**config.mk**
```make
export PLATFORM = sky130hd
export DESIGN_NAME = sata_device_oob_flat
export DESIGN_NICKNAME = d
export VERILOG_FILES = /design/src/rtl/sata_device_oob_if.sv /design/src/rtl/sata_device_oob.sv /design/src/flat_wrapper.sv
export SDC_FILE = /design/constraint.sdc
export NUM_CORES = 1
export LEC_CHECK = 0
export ABC_AREA = 1
export CAP_MARGIN = 20
export CORE_MARGIN = 2
export CORE_UTILIZATION = 28
export CTS_CLUSTER_SIZE = 28
export DETAILED_ROUTE_END_ITERATION = 10
export DONT_BUFFER_PORTS = 1
export GPL_ROUTABILITY_DRIVEN = 0
export PLACE_DENSITY = 0.47
export SYNTH_ARGS = -nofsm -noshare
export SYNTH_HDL_FRONTEND = slang
export SYNTH_SLANG_ARGS = --single-unit
```
**constraint.sdc**
```tcl
create_clock -name clk -period 5.03 [get_ports clk]
set_input_delay 0.503 -clock clk [delete_from_list [all_inputs] [get_ports clk]]
set_output_delay 0.503 -clock clk [all_outputs]
set_load 0.02 [all_outputs]
```
**src/rtl/sata_device_oob_if.sv**
```systemverilog
// sata_device_oob_if: GTX OOB/8b10b and link-layer signals of the device OOB controller.
// The slave modport is the controller; the master modport is whatever drives it (PHY model, bench).
interface sata_device_oob_if;
  logic        rx_locked;
  logic [1:0]  gen;
  logic        comresetdet;
  logic        comwakedet;
  logic        rxelecidle;
  logic        rxbyteisaligned;
  logic [31:0] rx_datain;
  logic [3:0]  rx_charisk;
  logic [31:0] tx_datain;
  logic [3:0]  tx_chariskin;
  logic [31:0] tx_dataout;
  logic [3:0]  tx_charisk_out;
  logic        txcominit;
  logic        txcomwake;
  logic        txelecidle;
  logic        linkup;
  logic [3:0]  state_out;
  modport master (
    output rx_locked, gen, comresetdet, comwakedet, rxelecidle, rxbyteisaligned,
           rx_datain, rx_charisk, tx_datain, tx_chariskin,
    input  tx_dataout, tx_charisk_out, txcominit, txcomwake, txelecidle, linkup, state_out
  );
  modport slave (
    input  rx_locked, gen, comresetdet, comwakedet, rxelecidle, rxbyteisaligned,
           rx_datain, rx_charisk, tx_datain, tx_chariskin,
    output tx_dataout, tx_charisk_out, txcominit, txcomwake, txelecidle, linkup, state_out
  );
endinterface

```
**src/rtl/sata_device_oob.sv**
```systemverilog
// sata_device_oob: device-side OOB responder; answers COMRESET with COMINIT, COMWAKE with COMWAKE,
// then exchanges ALIGN and SYNC with the host before raising linkup.
module sata_device_oob #(
  parameter int unsigned QUIET_CYCLES    = 32,
  parameter logic [17:0] TIMEOUT_CYCLES  = 18'h203AD,
  parameter int unsigned SYNC_STABLE_CNT = 50,
  parameter int unsigned LOSS_CYCLES     = 64
) (
  input logic              clk,
  input logic              reset,
  sata_device_oob_if.slave bus
);
  typedef enum logic [3:0] {
    DEV_IDLE           = 4'd0,
    WAIT_HOST_COMRESET = 4'd1,
    WAIT_COMRESET_END  = 4'd2,
    DEV_COMINIT        = 4'd3,
    WAIT_HOST_COMWAKE  = 4'd4,
    WAIT_COMWAKE_END   = 4'd5,
    DEV_COMWAKE        = 4'd6,
    DEV_SEND_ALIGN     = 4'd7,
    DEV_SEND_SYNC      = 4'd8,
    LINK_READY         = 4'd9
  } state_t;
  localparam logic [31:0] ALIGN_W = 32'h7B4A4ABC;
  localparam logic [31:0] SYNC_W  = 32'hB5B5957C;
  localparam logic [31:0] D102_W  = 32'h4A4A4A4A;
  localparam logic [3:0]  K_PRIM  = 4'b0001;
  localparam logic [15:0] QUIET_N = 16'(QUIET_CYCLES);
  localparam logic [15:0] SYNC_N  = 16'(SYNC_STABLE_CNT);
  localparam logic [15:0] LOSS_N  = 16'(LOSS_CYCLES);
  localparam logic [15:0] ALIGN_N = 16'd3;
  state_t      state_q, state_d;
  logic [17:0] cnt_q, cominit_len, comwake_len;
  logic [15:0] run_q, run_d;
  logic [31:0] rx_data_q, tx_data_q;
  logic [3:0]  rx_k_q, tx_k_q;
  logic        txcominit_q, txcomwake_q, txelecidle_q, linkup_q;
  logic        align_word, align_det, sync_det, run_inc, run_hold, timeout;
  assign align_word  = rx_data_q == ALIGN_W && rx_k_q == K_PRIM;
  assign align_det   = align_word && bus.rxbyteisaligned;
  assign sync_det    = rx_data_q == SYNC_W && rx_k_q == K_PRIM;
  assign cominit_len = bus.gen == 2'b00 ? 18'h51 : bus.gen == 2'b01 ? 18'hA2 : 18'h144;
  assign comwake_len = bus.gen == 2'b00 ? 18'h4E : bus.gen == 2'b01 ? 18'h9B : 18'h136;
  assign timeout     = cnt_q >= TIMEOUT_CYCLES - 18'd1;
  // One shared run counter: quiet time, ALIGN run, SYNC run or idle-loss run depending on state
  assign run_inc  = state_q == WAIT_COMRESET_END ? bus.rxelecidle && !bus.comresetdet :
                    state_q == DEV_SEND_ALIGN    ? align_det :
                    state_q == DEV_SEND_SYNC     ? sync_det :
                    state_q == LINK_READY && bus.rxelecidle;
  assign run_hold = state_q == DEV_SEND_SYNC && align_word;
  assign run_d    = run_hold ? run_q : !run_inc ? '0 : run_q == '1 ? run_q : run_q + 16'd1;
  always_comb begin
    state_d = state_q;
    case (state_q)
      DEV_IDLE:           state_d = WAIT_HOST_COMRESET;
      WAIT_HOST_COMRESET: state_d = bus.comresetdet ? WAIT_COMRESET_END : state_q;
      WAIT_COMRESET_END:  state_d = run_d == QUIET_N ? DEV_COMINIT : state_q;
      DEV_COMINIT:        state_d = cnt_q >= cominit_len - 18'd1 ? WAIT_HOST_COMWAKE : state_q;
      WAIT_HOST_COMWAKE:  state_d = bus.comwakedet ? WAIT_COMWAKE_END : timeout ? WAIT_HOST_COMRESET : state_q;
      WAIT_COMWAKE_END:   state_d = bus.comwakedet ? state_q : DEV_COMWAKE;
      DEV_COMWAKE:        state_d = cnt_q >= comwake_len - 18'd1 ? DEV_SEND_ALIGN : state_q;
      DEV_SEND_ALIGN:     state_d = run_d == ALIGN_N ? DEV_SEND_SYNC : timeout ? WAIT_HOST_COMRESET : state_q;
      DEV_SEND_SYNC:      state_d = run_d == SYNC_N ? LINK_READY : state_q;
      LINK_READY:         state_d = run_d == LOSS_N ? WAIT_HOST_COMRESET : state_q;
      default:            state_d = DEV_IDLE;
    endcase
    if (bus.comresetdet && state_q inside {[DEV_COMINIT:LINK_READY]}) state_d = WAIT_COMRESET_END;
    if (!bus.rx_locked) state_d = DEV_IDLE;
  end
  always_ff @(posedge clk) begin
    if (reset) begin
      state_q      <= DEV_IDLE;
      cnt_q        <= '0;
      run_q        <= '0;
      rx_data_q    <= '0;
      rx_k_q       <= '0;
      tx_data_q    <= '0;
      tx_k_q       <= '0;
      txcominit_q  <= 1'b0;
      txcomwake_q  <= 1'b0;
      txelecidle_q <= 1'b1;
      linkup_q     <= 1'b0;
    end else begin
      state_q      <= state_d;
      cnt_q        <= state_d != state_q ? '0 : cnt_q == '1 ? cnt_q : cnt_q + 18'd1;
      run_q        <= state_d != state_q ? '0 : run_d;
      rx_data_q    <= bus.rx_datain;
      rx_k_q       <= bus.rx_charisk;
      tx_data_q    <= state_q == DEV_SEND_ALIGN ? ALIGN_W : state_q == DEV_SEND_SYNC ? SYNC_W :
                      state_q == LINK_READY ? bus.tx_datain : D102_W;
      tx_k_q       <= state_q inside {DEV_SEND_ALIGN, DEV_SEND_SYNC} ? K_PRIM :
                      state_q == LINK_READY ? bus.tx_chariskin : 4'b0000;
      // Moore outputs are registered from the next state so they line up with state_q
      txcominit_q  <= state_d == DEV_COMINIT;
      txcomwake_q  <= state_d == DEV_COMWAKE;
      txelecidle_q <= !(state_d inside {DEV_SEND_ALIGN, DEV_SEND_SYNC, LINK_READY});
      linkup_q     <= state_d == LINK_READY;
    end
  end
  assign bus.tx_dataout     = tx_data_q;
  assign bus.tx_charisk_out = tx_k_q;
  assign bus.txcominit      = txcominit_q;
  assign bus.txcomwake      = txcomwake_q;
  assign bus.txelecidle     = txelecidle_q;
  assign bus.linkup         = linkup_q;
  assign bus.state_out      = state_q;
endmodule
```
**src/flat_wrapper.sv**
```systemverilog
// flat-port wrapper written by rule: the top's interface ports become plain ports
module sata_device_oob_flat 
#(
  parameter int unsigned QUIET_CYCLES    = 32,
  parameter logic [17:0] TIMEOUT_CYCLES  = 18'h203AD,
  parameter int unsigned SYNC_STABLE_CNT = 50,
  parameter int unsigned LOSS_CYCLES     = 64
)
  (clk, reset, bus_rx_locked, bus_gen, bus_comresetdet, bus_comwakedet, bus_rxelecidle, bus_rxbyteisaligned, bus_rx_datain, bus_rx_charisk, bus_tx_datain, bus_tx_chariskin, bus_tx_dataout, bus_tx_charisk_out, bus_txcominit, bus_txcomwake, bus_txelecidle, bus_linkup, bus_state_out);
  sata_device_oob_if bus_i ();
  input logic clk;
  input logic reset;
  input wire logic [$bits(bus_i.rx_locked)-1:0] bus_rx_locked;
  input wire logic [$bits(bus_i.gen)-1:0] bus_gen;
  input wire logic [$bits(bus_i.comresetdet)-1:0] bus_comresetdet;
  input wire logic [$bits(bus_i.comwakedet)-1:0] bus_comwakedet;
  input wire logic [$bits(bus_i.rxelecidle)-1:0] bus_rxelecidle;
  input wire logic [$bits(bus_i.rxbyteisaligned)-1:0] bus_rxbyteisaligned;
  input wire logic [$bits(bus_i.rx_datain)-1:0] bus_rx_datain;
  input wire logic [$bits(bus_i.rx_charisk)-1:0] bus_rx_charisk;
  input wire logic [$bits(bus_i.tx_datain)-1:0] bus_tx_datain;
  input wire logic [$bits(bus_i.tx_chariskin)-1:0] bus_tx_chariskin;
  output wire logic [$bits(bus_i.tx_dataout)-1:0] bus_tx_dataout;
  output wire logic [$bits(bus_i.tx_charisk_out)-1:0] bus_tx_charisk_out;
  output wire logic [$bits(bus_i.txcominit)-1:0] bus_txcominit;
  output wire logic [$bits(bus_i.txcomwake)-1:0] bus_txcomwake;
  output wire logic [$bits(bus_i.txelecidle)-1:0] bus_txelecidle;
  output wire logic [$bits(bus_i.linkup)-1:0] bus_linkup;
  output wire logic [$bits(bus_i.state_out)-1:0] bus_state_out;
  assign bus_i.rx_locked = bus_rx_locked;
  assign bus_i.gen = bus_gen;
  assign bus_i.comresetdet = bus_comresetdet;
  assign bus_i.comwakedet = bus_comwakedet;
  assign bus_i.rxelecidle = bus_rxelecidle;
  assign bus_i.rxbyteisaligned = bus_rxbyteisaligned;
  assign bus_i.rx_datain = bus_rx_datain;
  assign bus_i.rx_charisk = bus_rx_charisk;
  assign bus_i.tx_datain = bus_tx_datain;
  assign bus_i.tx_chariskin = bus_tx_chariskin;
  assign bus_tx_dataout = bus_i.tx_dataout;
  assign bus_tx_charisk_out = bus_i.tx_charisk_out;
  assign bus_txcominit = bus_i.txcominit;
  assign bus_txcomwake = bus_i.txcomwake;
  assign bus_txelecidle = bus_i.txelecidle;
  assign bus_linkup = bus_i.linkup;
  assign bus_state_out = bus_i.state_out;
  sata_device_oob #(.QUIET_CYCLES(QUIET_CYCLES), .TIMEOUT_CYCLES(TIMEOUT_CYCLES), .SYNC_STABLE_CNT(SYNC_STABLE_CNT), .LOSS_CYCLES(LOSS_CYCLES)) u_core (.clk(clk), .reset(reset), .bus(bus_i));
endmodule
```
==> flow_summary.json, run 1 <==
{
  "status": "completed",
  "root_buffer": "clkbuf_16",
  "finalInstanceArea_sq_um": 6848,
  "critPathKind": "reg -> reg",
  "grt_max_degree": 62,
  "syn-num-nets": 977,
  "slew_headroom": 0.4638,
  "viasPerCell": 4.400,
  "cts.sinks": 114,
  "cts_resized": 0,
  "ff_latch_area_sq_um": 2282,
  "cp_max_fo": 34,
  "route.detailed.drc": 0,
  "power_density_nw_per_um2": 316.3,
  "track_usage": 0.1333,
  "required_ns": 5.34,
  "syn_inst": 875,
  "die_area_sq_um": 22930,
  "setup_viol": 0,
  "ys_ff_latch": 114,
  "seq_area_frac_synth": 0.3751,
  "syn-mean-instance-area_sq_um": 6.954,
  "grt_first_pass_wirelength_um": 23760,
  "first_iter_violations": 220,
  "met2_length_um": 6529,
  "synth_edf_count": 0,
  "dr.pass1.iters": 5,
  "clkTransAtPathRegs_ns": 0.06,
  "start_kind": "register",
  "clk_path_buf_depth": 2,
  "hold-worst-slack_ns": 0.1504,
  "rows": 53,
  "rsz0062_at_grt": "false",
  "initial_utilization": 0.2876,
  "layout.nets": 974,
  "antenna_found_initial": 0,
  "die_w_um": 151.4,
  "setup_tns_ns": 0,
  "async_flop_share": 0,
  "worst-slew-pin-transition_ns": 0.7982,
  "postRouteAntennaNets": 0,
  "dpl.hpwl_um": 10900,
  "core_sq_um": 21150,
  "hold_viol_final": 0,
  "h-tree-depth": 4,
  "drt-met1-wl_um": 6866,
  "hold_class": "in -> reg",
  "leakage_nw": 3.060,
  "overflow": 0,
  "wire_per_inst_um": 12.56,
  "grt_pass1_vias": 4913,
  "cts_buffers": 17,
  "drv_slew": 0,
  "placedInstanceArea_sq_um": 6292,
  "fin_crit_ns": 3.510,
  "fmax_ghz": 0.2849,
  "clk_latency_ns": 0.42,
  "ys.flop_type": "dfxtp_1",
  "seqPwrFrac": 0.438,
  "post_cts_buffers": 0,
  "arrival_ns": 3.82,
  "synth_area_sq_um": 6085,
  "routed_wl_um": 14570,
  "num_vias": 5104,
  "clockPowerShare": 0.515,
  "multi_input_area_sq_um": 3099,
  "endpoint_kind": "register",
  "top_layer_used": "met4",
  "switching_power_mw": 0.5447,
  "skew_ns": 0.01999,
  "portBuffers": 0,
  "drive_gt1_frac": 0.1141,
  "combPwrFrac": 0.048,
  "io_pins": 125,
  "diodes": 0,
  "synth_warnings": 0,
  "cts_tree": "done",
  "routed-wl-met3_um": 842,
  "areaGrowthSynthToFinish_pct": 12.54,
  "p_int_mw": 1.621,
  "fp.dieH_um": 151.4,
  "peakVddDrop_mv": 0.2146,
  "maxCapViolCount": 0,
  "fill_cells": 2284,
  "hold_buffers": 0,
  "swShare": 0.2515,
  "post-route-period-util": 0.6978,
  "synth_cell_types": 45
}
worst paths after layout:
| path | cells after the start | end | slack [ns] | from |
|---|---|---|---|---|
| setup / recovery | 16 | u_core.cnt_q[3] | 1.52 | u_core.bus.state_out[1] |
| hold / removal | 1 | u_core.rx_data_q[27] | 0.15 | reset |
| setup reg to reg | 16 | u_core.cnt_q[3] | 1.52 | u_core.bus.state_out[1] |
| hold reg to reg | 4 | u_core.run_q[11] | 0.61 | u_core.run_q[11] |
metal layers:
metal,GRT usage,vias up
met4,0.05888,0
met2,0.2161,130
met5,0,-
met3,0.04458,25
li1,-,2708
met1,0.1602,2241
final cells by class:
type / instances / share of cell area
timing repair buffer: 2 / 0.002193
tap: 275 / 0.05025
clock buffer: 20 / 0.06669
inverter: 147 / 0.08058
sequential: 114 / 0.3333
clock inverter: 12 / 0.01443
multi-input combinational: 590 / 0.4526
cells by family (layout without fill, tap and decap cells):
family,after synthesis,after routing,share of synthesized area
AND/OR/NAND/NOR,491,491,0.3819
other,1,1,0.0006163
flip-flops,114,114,0.3751
buffers and inverters,171,181,0.1156
XOR/XNOR,19,19,0.02735
adder cells (fa/ha/maj),21,21,0.04318
multiplexers,1,1,0.001851
AO/OA/AOI/OAI,57,57,0.05449
Yosys cell counts (2+ instances only):
cell	number	area [sq um]
nand3_1	48	240.2
nor3_2	31	310.3
o21bai_1	2	15.01
nand2_4	2	22.52
nand4_1	16	100.1
buf_1	2	7.510
nor3_1	15	75.07
nor2_1	149	559.3
inv_2	4	15.01
nand3_4	2	35.03
or2_2	4	25.02
a211oi_1	2	15.01
xnor2_1	6	52.55
inv_1	142	533.0
nand3_2	4	40.04
nand2_1	191	716.9
nor2_2	7	43.79
a21boi_0	2	15.01
a21oi_1	19	95.09
nor2_4	2	22.52
buf_6	8	90.09
nand3b_1	6	45.04
nor4_1	2	12.51
clkbuf_1	13	48.80
nand2_2	11	68.82
dfxtp_1	114	2282
o21ai_0	20	100.1
xor2_1	13	113.9
ha_1	21	262.8
o22ai_1	2	12.51
power groups by stage:
stage	clock (mW)	combinational, mW	sequential (mW)
final	1.11	0.103	0.948
after global routing	1.19	0.121	0.950
after CTS	1.15	0.105	0.948
after detailed placement	0	0.105	0.967
after global placement	0	0.105	0.967
after floorplan	0	0.100	0.963
sequential cells by signal, summed over array words and instances, names as in the netlist:
name and flops:
u_core.rx_k_q 4, u_core.rx_data_q 32, u_core.bus.tx_dataout 32, u_core.bus.txelecidle 1, u_core.bus.state_out 4, u_core.bus.txcominit 1
u_core.bus.linkup 1, u_core.cnt_q 18, u_core.bus.txcomwake 1, u_core.bus.tx_charisk_out 4, u_core.run_q 16
per-stage QoR:
stage | power (mW) | utilization | setup slack, ns | instances
2_1_floorplan | 1.063 | - | 2.383 | 875
3_3_place_gp | 1.072 | 0.2975 | 1.538 | 1128
3_5_place_dp | 1.072 | 0.2975 | 1.508 | 1128
4_1_cts | 2.201 | 0.3237 | 1.499 | 1160
5_1_grt | 2.262 | 0.3237 | 1.068 | 1160
6_report | 2.166 | 0.3237 | 1.520 | 1160
critical path, cell delays in order (launching register included):
cell     delay, ns
dfxtp_1       0.61
inv_2         0.14
nand2_2       0.13
nor2_4        0.07
inv_1         0.29
nor2_2        0.22
nand2_1       0.10
nand2_1       0.07
nor2_1        0.29
nand3_1       0.11
nor2_1        0.12
nand3_1       0.10
nand3_2       0.13
nand2_1       0.12
nand2_1       0.16
nand3_4       0.45
nor3_1        0.28
cell usage in the layout, fill, tap and decap left out, types with 4 or more instances in the layout:
master and instances:
a21oi_1 19, clkbuf_16 17, clkinv_4 5, dfxtp_1 114, ha_1 21, inv_1 142, inv_2 4, inv_6 4
nand2_1 191, nand2_2 11, nand3_1 48, nand3_2 4, nand3b_1 6, nand4_1 16, nor2_1 149, nor2_2 7
nor3_1 15, nor3_2 31, o21ai_0 20, or2_2 4, xnor2_1 6, xor2_1 13
(Power assumes the default switching activity.)
==> run 2: changes to the inputs <==
ABC_AREA = 0   (was 1)
PLACE_DENSITY = 0.49   (was 0.47)
clock period = 2.9 ns   (was 5.03 ns; I/O delays follow)
==> flow_summary.json, run 2 <==
{
  "status": "complete, but fails checks",
  "violations": "negative setup slack",
  "slowest_stage": "or4_4",
  "synth_cell_types": 68,
  "num_vias": 4790,
  "fin_crit_ns": 3.075,
  "grt_pass1_vias": 4648,
  "crit_chain": "nor4b_4 -> nand4_1 -> or4_4 -> a211o_1 -> a221oi_2 -> and4_4 -> a31oi_4 -> o2111ai_4 -> buf_12 -> and3b_1",
  "fmax_ghz": 0.3252,
  "fp.dieH_um": 141.8,
  "overflow": 0,
  "setup_viol": 41,
  "track_usage": 0.1522,
  "slew_headroom": 0.4833,
  "final_cells": 949,
  "syn-mean-instance-area_sq_um": 9.079,
  "critPathKind": "reg -> reg",
  "dpl.hpwl_um": 11130,
  "crit_family": "simple AND/OR/NAND/NOR gates",
  "synthTopCellsByArea": "dfxtp_1 43%, ha_1 4.9%, nor2b_1 4.9%, nand3_1 2.9%, nor3_1 2.9%",
  "syn_inst": 586,
  "leakage_nw": 3.025,
  "slowest_delay_ns": 0.60,
  "skew_ns": 0.007639,
  "clk_path_buf_depth": 2,
  "dp.cells": 871,
  "routed_wl_um": 15390,
  "rsz0062_at_grt": "true",
  "cp_max_fo": 8,
  "h-tree-depth": 4,
  "portBuffers": 0,
  "cts_buffers": 17,
  "rows": 50,
  "grt_first_pass_wirelength_um": 23920,
  "final_common_cell": "dfxtp_1",
  "hold-worst-slack_ns": 0.01465,
  "seqPwrFrac": 0.416,
  "cts_tree": "done",
  "postRouteAntennaNets": 0,
  "dr.pass1.iters": 4,
  "ys.flop_type": "dfxtp_1",
  "die_area_sq_um": 20120,
  "seq_area_frac_synth": 0.4290,
  "swShare": 0.2090,
  "arrival_ns": 3.37,
  "switching_power_mw": 0.8225,
  "syn-num-nets": 688,
  "route.detailed.drc": 0,
  "ys_ff_latch": 114,
  "wire_per_inst_um": 16.21,
  "combPwrFrac": 0.061,
  "crit_buf_inv": 1,
  "p_int_mw": 3.113,
  "synth_commonest_cells": "114 x dfxtp_1, 42 x nor2b_1, 41 x nor2_1, 38 x nand2_1",
  "final_cell_mix": "109 x dfxtp_1, 80 x buf_4, 42 x nor2b_1, 37 x nor2_1, 36 x nand2_1",
  "drv_slew": 0,
  "start_kind": "register",
  "viasPerCell": 5.047,
  "synth_area_sq_um": 5320,
  "cts.sinks": 114,
  "grt_max_degree": 51,
  "diodes": 0,
  "synth_warnings": 0,
  "async_flop_share": 0,
  "io_pins": 125,
  "report.power.total_mw": 3.936,
  "endpoint_kind": "register",
  "clk_latency_ns": 0.41,
  "hold_viol_final": 0,
  "clkTransAtPathRegs_ns": 0.05,
  "hold_class": "in -> reg",
  "initial_utilization": 0.2844,
  "synth_edf_count": 0,
  "worst-slew-pin-transition_ns": 0.7722,
  "fin_ws_ns": -0.1749,
  "core_sq_um": 18710,
  "yosysTopAreaCell": "dfxtp_1",
  "post-route-period-util": 1.060,
  "die_w_um": 141.8,
  "peakVddDrop_mv": 0.3885,
  "synth_top_area_frac": 0.4290,
  "finalInstanceArea_sq_um": 7431,
  "final_util": 0.3973,
  "required_ns": 3.19,
  "areaGrowthSynthToFinish_pct": 39.68,
  "maxCapViolCount": 0,
  "yosysMostFrequentCell": "dfxtp_1",
  "power_density_nw_per_um2": 529.6,
  "clockPowerShare": 0.522,
  "first_iter_violations": 213,
  "drive_gt1_frac": 0.2531,
  "placedInstanceArea_sq_um": 6115,
  "layout.nets": 804,
  "root_buffer": "clkbuf_16",
  "antenna_found_initial": 0
}
## run 2: layout make-up
cell class | count | area [sq um]
Sequential cell | 114 | 2291
Multi-Input combinational cell | 427 | 3050
Clock buffer | 24 | 501.7
Clock inverter | 8 | 98.84
Tap cell | 234 | 292.8
Timing Repair Buffer | 125 | 1132
Inverter | 17 | 63.81
Fill cell | 1798 | 11270
## run 2: cell families (layout without fill, tap and decap cells)
kind of cell / count (synthesis) / count (layout) / synth area share
multiplexers: 3 / 3 / 0.005645
buffers and inverters: 45 / 174 / 0.03786
flip-flops: 114 / 114 / 0.4290
other: 1 / 1 / 0.0007049
adder cells (fa/ha/maj): 21 / 21 / 0.04939
XOR/XNOR: 22 / 22 / 0.03622
AO/OA/AOI/OAI: 107 / 107 / 0.1470
AND/OR/NAND/NOR: 273 / 273 / 0.2942
## run 2: path summary, 6_finish.rpt
check                                           end  depth (start not counted)                 start  slack [ns]
worst min-delay path            u_core.rx_data_q[4]                          1      bus_rx_datain[4]        0.01
worst max register to register     u_core.run_q[14]                         10  u_core.rx_data_q[20]       -0.17
worst min register to register     u_core.cnt_q[13]                          2      u_core.cnt_q[13]        0.61
worst max-delay path               u_core.run_q[14]                         10  u_core.rx_data_q[20]       -0.17
## run 2: repair_timing
item / CTS / global route
hold buffers: 33 / 0
setup endpoints to repair: 42 / 42
gates cloned: 1 / 2
setup buffers: 7 / 4
pin swaps: 18 / 17
gates resized for setup: 31 / 22
hold endpoints to repair: 75 / 0
## run 2: layer usage
layer  GRT usage  vias to the layer above  wire length [um]
met5           0                        -                 0
met4     0.06789                        0               359
met3     0.03847                       30               740
met2      0.2657                      150              7834
met1      0.1759                     2255              6451
li1            -                     2355                 -
## run 2: stage by stage
| step | setup slack (ns) | TNS [ns] |
|---|---|---|
| 2_1_floorplan | 0.008288 | 0 |
| 3_3_place_gp | -0.5061 | -11.64 |
| 3_5_place_dp | -0.4972 | -12.83 |
| 4_1_cts | -0.1544 | -3.902 |
| 5_1_grt | -0.3120 | -10.98 |
| 6_report | -0.1749 | -5.469 |
## run 2: power by group through the flow
stage                     Combinational, mW  Sequential, mW  Clock [mW]
final                                 0.241            1.64        2.06
after global routing                  0.265            1.64        2.17
after CTS                             0.229            1.64        2.10
after detailed placement              0.164            1.67           0
after global placement                0.159            1.67           0
after floorplan                       0.117            1.67           0
==> run 3: changes to the inputs <==
BUFFER_PORTS_ARGS = -buffer_cell sky130_fd_sc_hd__buf_4   (was not set)
CORE_MARGIN = not set   (was 2)
DONT_BUFFER_PORTS = not set   (was 1)
PLACE_DENSITY = 0.55   (was 0.49)
==> flow_summary.json, run 3 (synthesized netlist as in run 2, its figures left out) <==
{
  "status": "complete, but fails checks",
  "violations": "negative setup slack",
  "rows": 50,
  "r2r_cells": 13,
  "multi_input_area_sq_um": 3115,
  "antenna_found_initial": 0,
  "root_buffer": "clkbuf_16",
  "dr.pass1.iters": 5,
  "crit_end": "u_core.cnt_q[11]",
  "grt_pass1_vias": 4838,
  "route.detailed.drc": 0,
  "cp_max_fo": 13,
  "hold-worst-slack_ns": 0.06448,
  "start_kind": "register",
  "hold_class": "in -> reg",
  "arrival_ns": 3.33,
  "clk_latency_ns": 0.41,
  "hold_buffers": 0,
  "r2r_slack_ns": -0.12,
  "io_pins": 125,
  "post-route-period-util": 1.043,
  "maxCapViolCount": 0,
  "routed_wl_um": 15150,
  "required_ns": 3.21,
  "die_w_um": 139.8,
  "r2r_end": "u_core.cnt_q[11]",
  "cts.sinks": 114,
  "areaGrowthSynthToFinish_pct": 55.03,
  "dp.cells": 993,
  "overflow": 0,
  "skew_ns": 0.005522,
  "core_sq_um": 18640,
  "hold_viol_final": 0,
  "clk_path_buf_depth": 2,
  "ff_latch_area_sq_um": 2290,
  "critPathLaunch": "u_core.rx_data_q[23]",
  "placedInstanceArea_sq_um": 7037,
  "rsz0062_at_grt": "true",
  "endpoint_kind": "register",
  "viasPerCell": 4.798,
  "initial_utilization": 0.2854,
  "die_area_sq_um": 19560,
  "diodes": 0,
  "report.power.total_mw": 4.199,
  "portBuffers": 124,
  "fin_crit_ns": 3.024,
  "track_usage": 0.1570,
  "peakVddDrop_mv": 0.3585,
  "worst-slew-pin-transition_ns": 0.8086,
  "first_iter_violations": 201,
  "cts_tree": "done",
  "leakage_nw": 3.552,
  "final_cells": 1043,
  "fin_ws_ns": -0.1237,
  "min_from": "bus_tx_datain[16]",
  "num_vias": 5004,
  "h-tree-depth": 4,
  "drv_slew": 0,
  "fp.dieH_um": 139.8,
  "power_density_nw_per_um2": 509.1,
  "wire_per_inst_um": 14.52,
  "grt_first_pass_wirelength_um": 24070,
  "layout.nets": 898,
  "drive_gt1_frac": 0.3906,
  "dpl.hpwl_um": 10980,
  "final_common_cell": "buf_4",
  "critPathKind": "reg -> reg",
  "fill_cells": 1825,
  "setup_viol": 39,
  "cts_buffers": 17,
  "finalInstanceArea_sq_um": 8248,
  "final_util": 0.4424,
  "final_cell_mix": "194 x buf_4, 110 x dfxtp_1, 42 x nor2b_1, 37 x nor2_1, 36 x nand2_1",
  "fmax_ghz": 0.3307,
  "slew_headroom": 0.4589,
  "clkTransAtPathRegs_ns": 0.06,
  "rr_startpoint": "u_core.rx_data_q[23]",
  "postRouteAntennaNets": 0,
  "grt_max_degree": 56
}
run 3: worst max-delay path, stage by stage (launching register included):
cell      delay, ns
dfxtp_2        0.32
nor4b_2        0.26
nand4_1        0.15
or4_4          0.65
buf_6          0.18
a211oi_4       0.21
a311oi_2       0.08
nor4_2         0.23
buf_4          0.17
a31oi_4        0.10
buf_6          0.13
o211ai_4       0.21
buf_12         0.17
nor3_1         0.06
run 3: how the worst min path moves through the flow:
stage | cells after the start | end | slack [ns]
after floorplan | 1 | u_core.bus.tx_dataout[31] | 0.40
after global placement | 2 | u_core.bus.tx_dataout[12] | 0.48
after detailed placement | 2 | u_core.bus.tx_dataout[20] | 0.49
after CTS | 2 | u_core.bus.tx_dataout[16] | 0.05
after global routing | 2 | u_core.bus.tx_dataout[8] | 0.05
final | 2 | u_core.bus.tx_dataout[16] | 0.06
run 3: metal layers:
layer / vias to the layer above / wire length [um] / GRT usage
li1: 2540 / - / -
met1: 2319 / 6820 / 0.1944
met2: 126 / 7205 / 0.2532
met3: 19 / 890 / 0.04955
met4: 0 / 230 / 0.06073
met5: - / 0 / 0
run 3: layout make-up:
class,count,share of cell area
tap,234,0.03550
sequential,114,0.2776
multi-input combinational,427,0.3777
inverter,17,0.007737
clock buffer,18,0.05325
clock inverter,14,0.02442
timing repair buffer,219,0.2238
run 3: timing repair:
| action | CTS | global route |
|---|---|---|
| gates resized for setup | 39 | 38 |
| pin swaps | 19 | 15 |
| buffers inserted | 13 | 5 |
| gates cloned | 2 | 2 |
| setup endpoints to repair | 41 | 42 |
run 3: stage by stage:
step	TNS, ns	worst slack (ns)
after detailed placement	-12.96	-0.3902
final	-3.836	-0.1237
after CTS	-4.606	-0.1403
after global routing	-10.39	-0.2993
after global placement	-11.15	-0.3337
after floorplan	0	0.008288
run 3: power by group:
part           internal (mW)  switching, mW
Sequential              1.61         0.0154
Clock                   1.47          0.773
Combinational          0.195          0.139
Total                   3.27          0.927
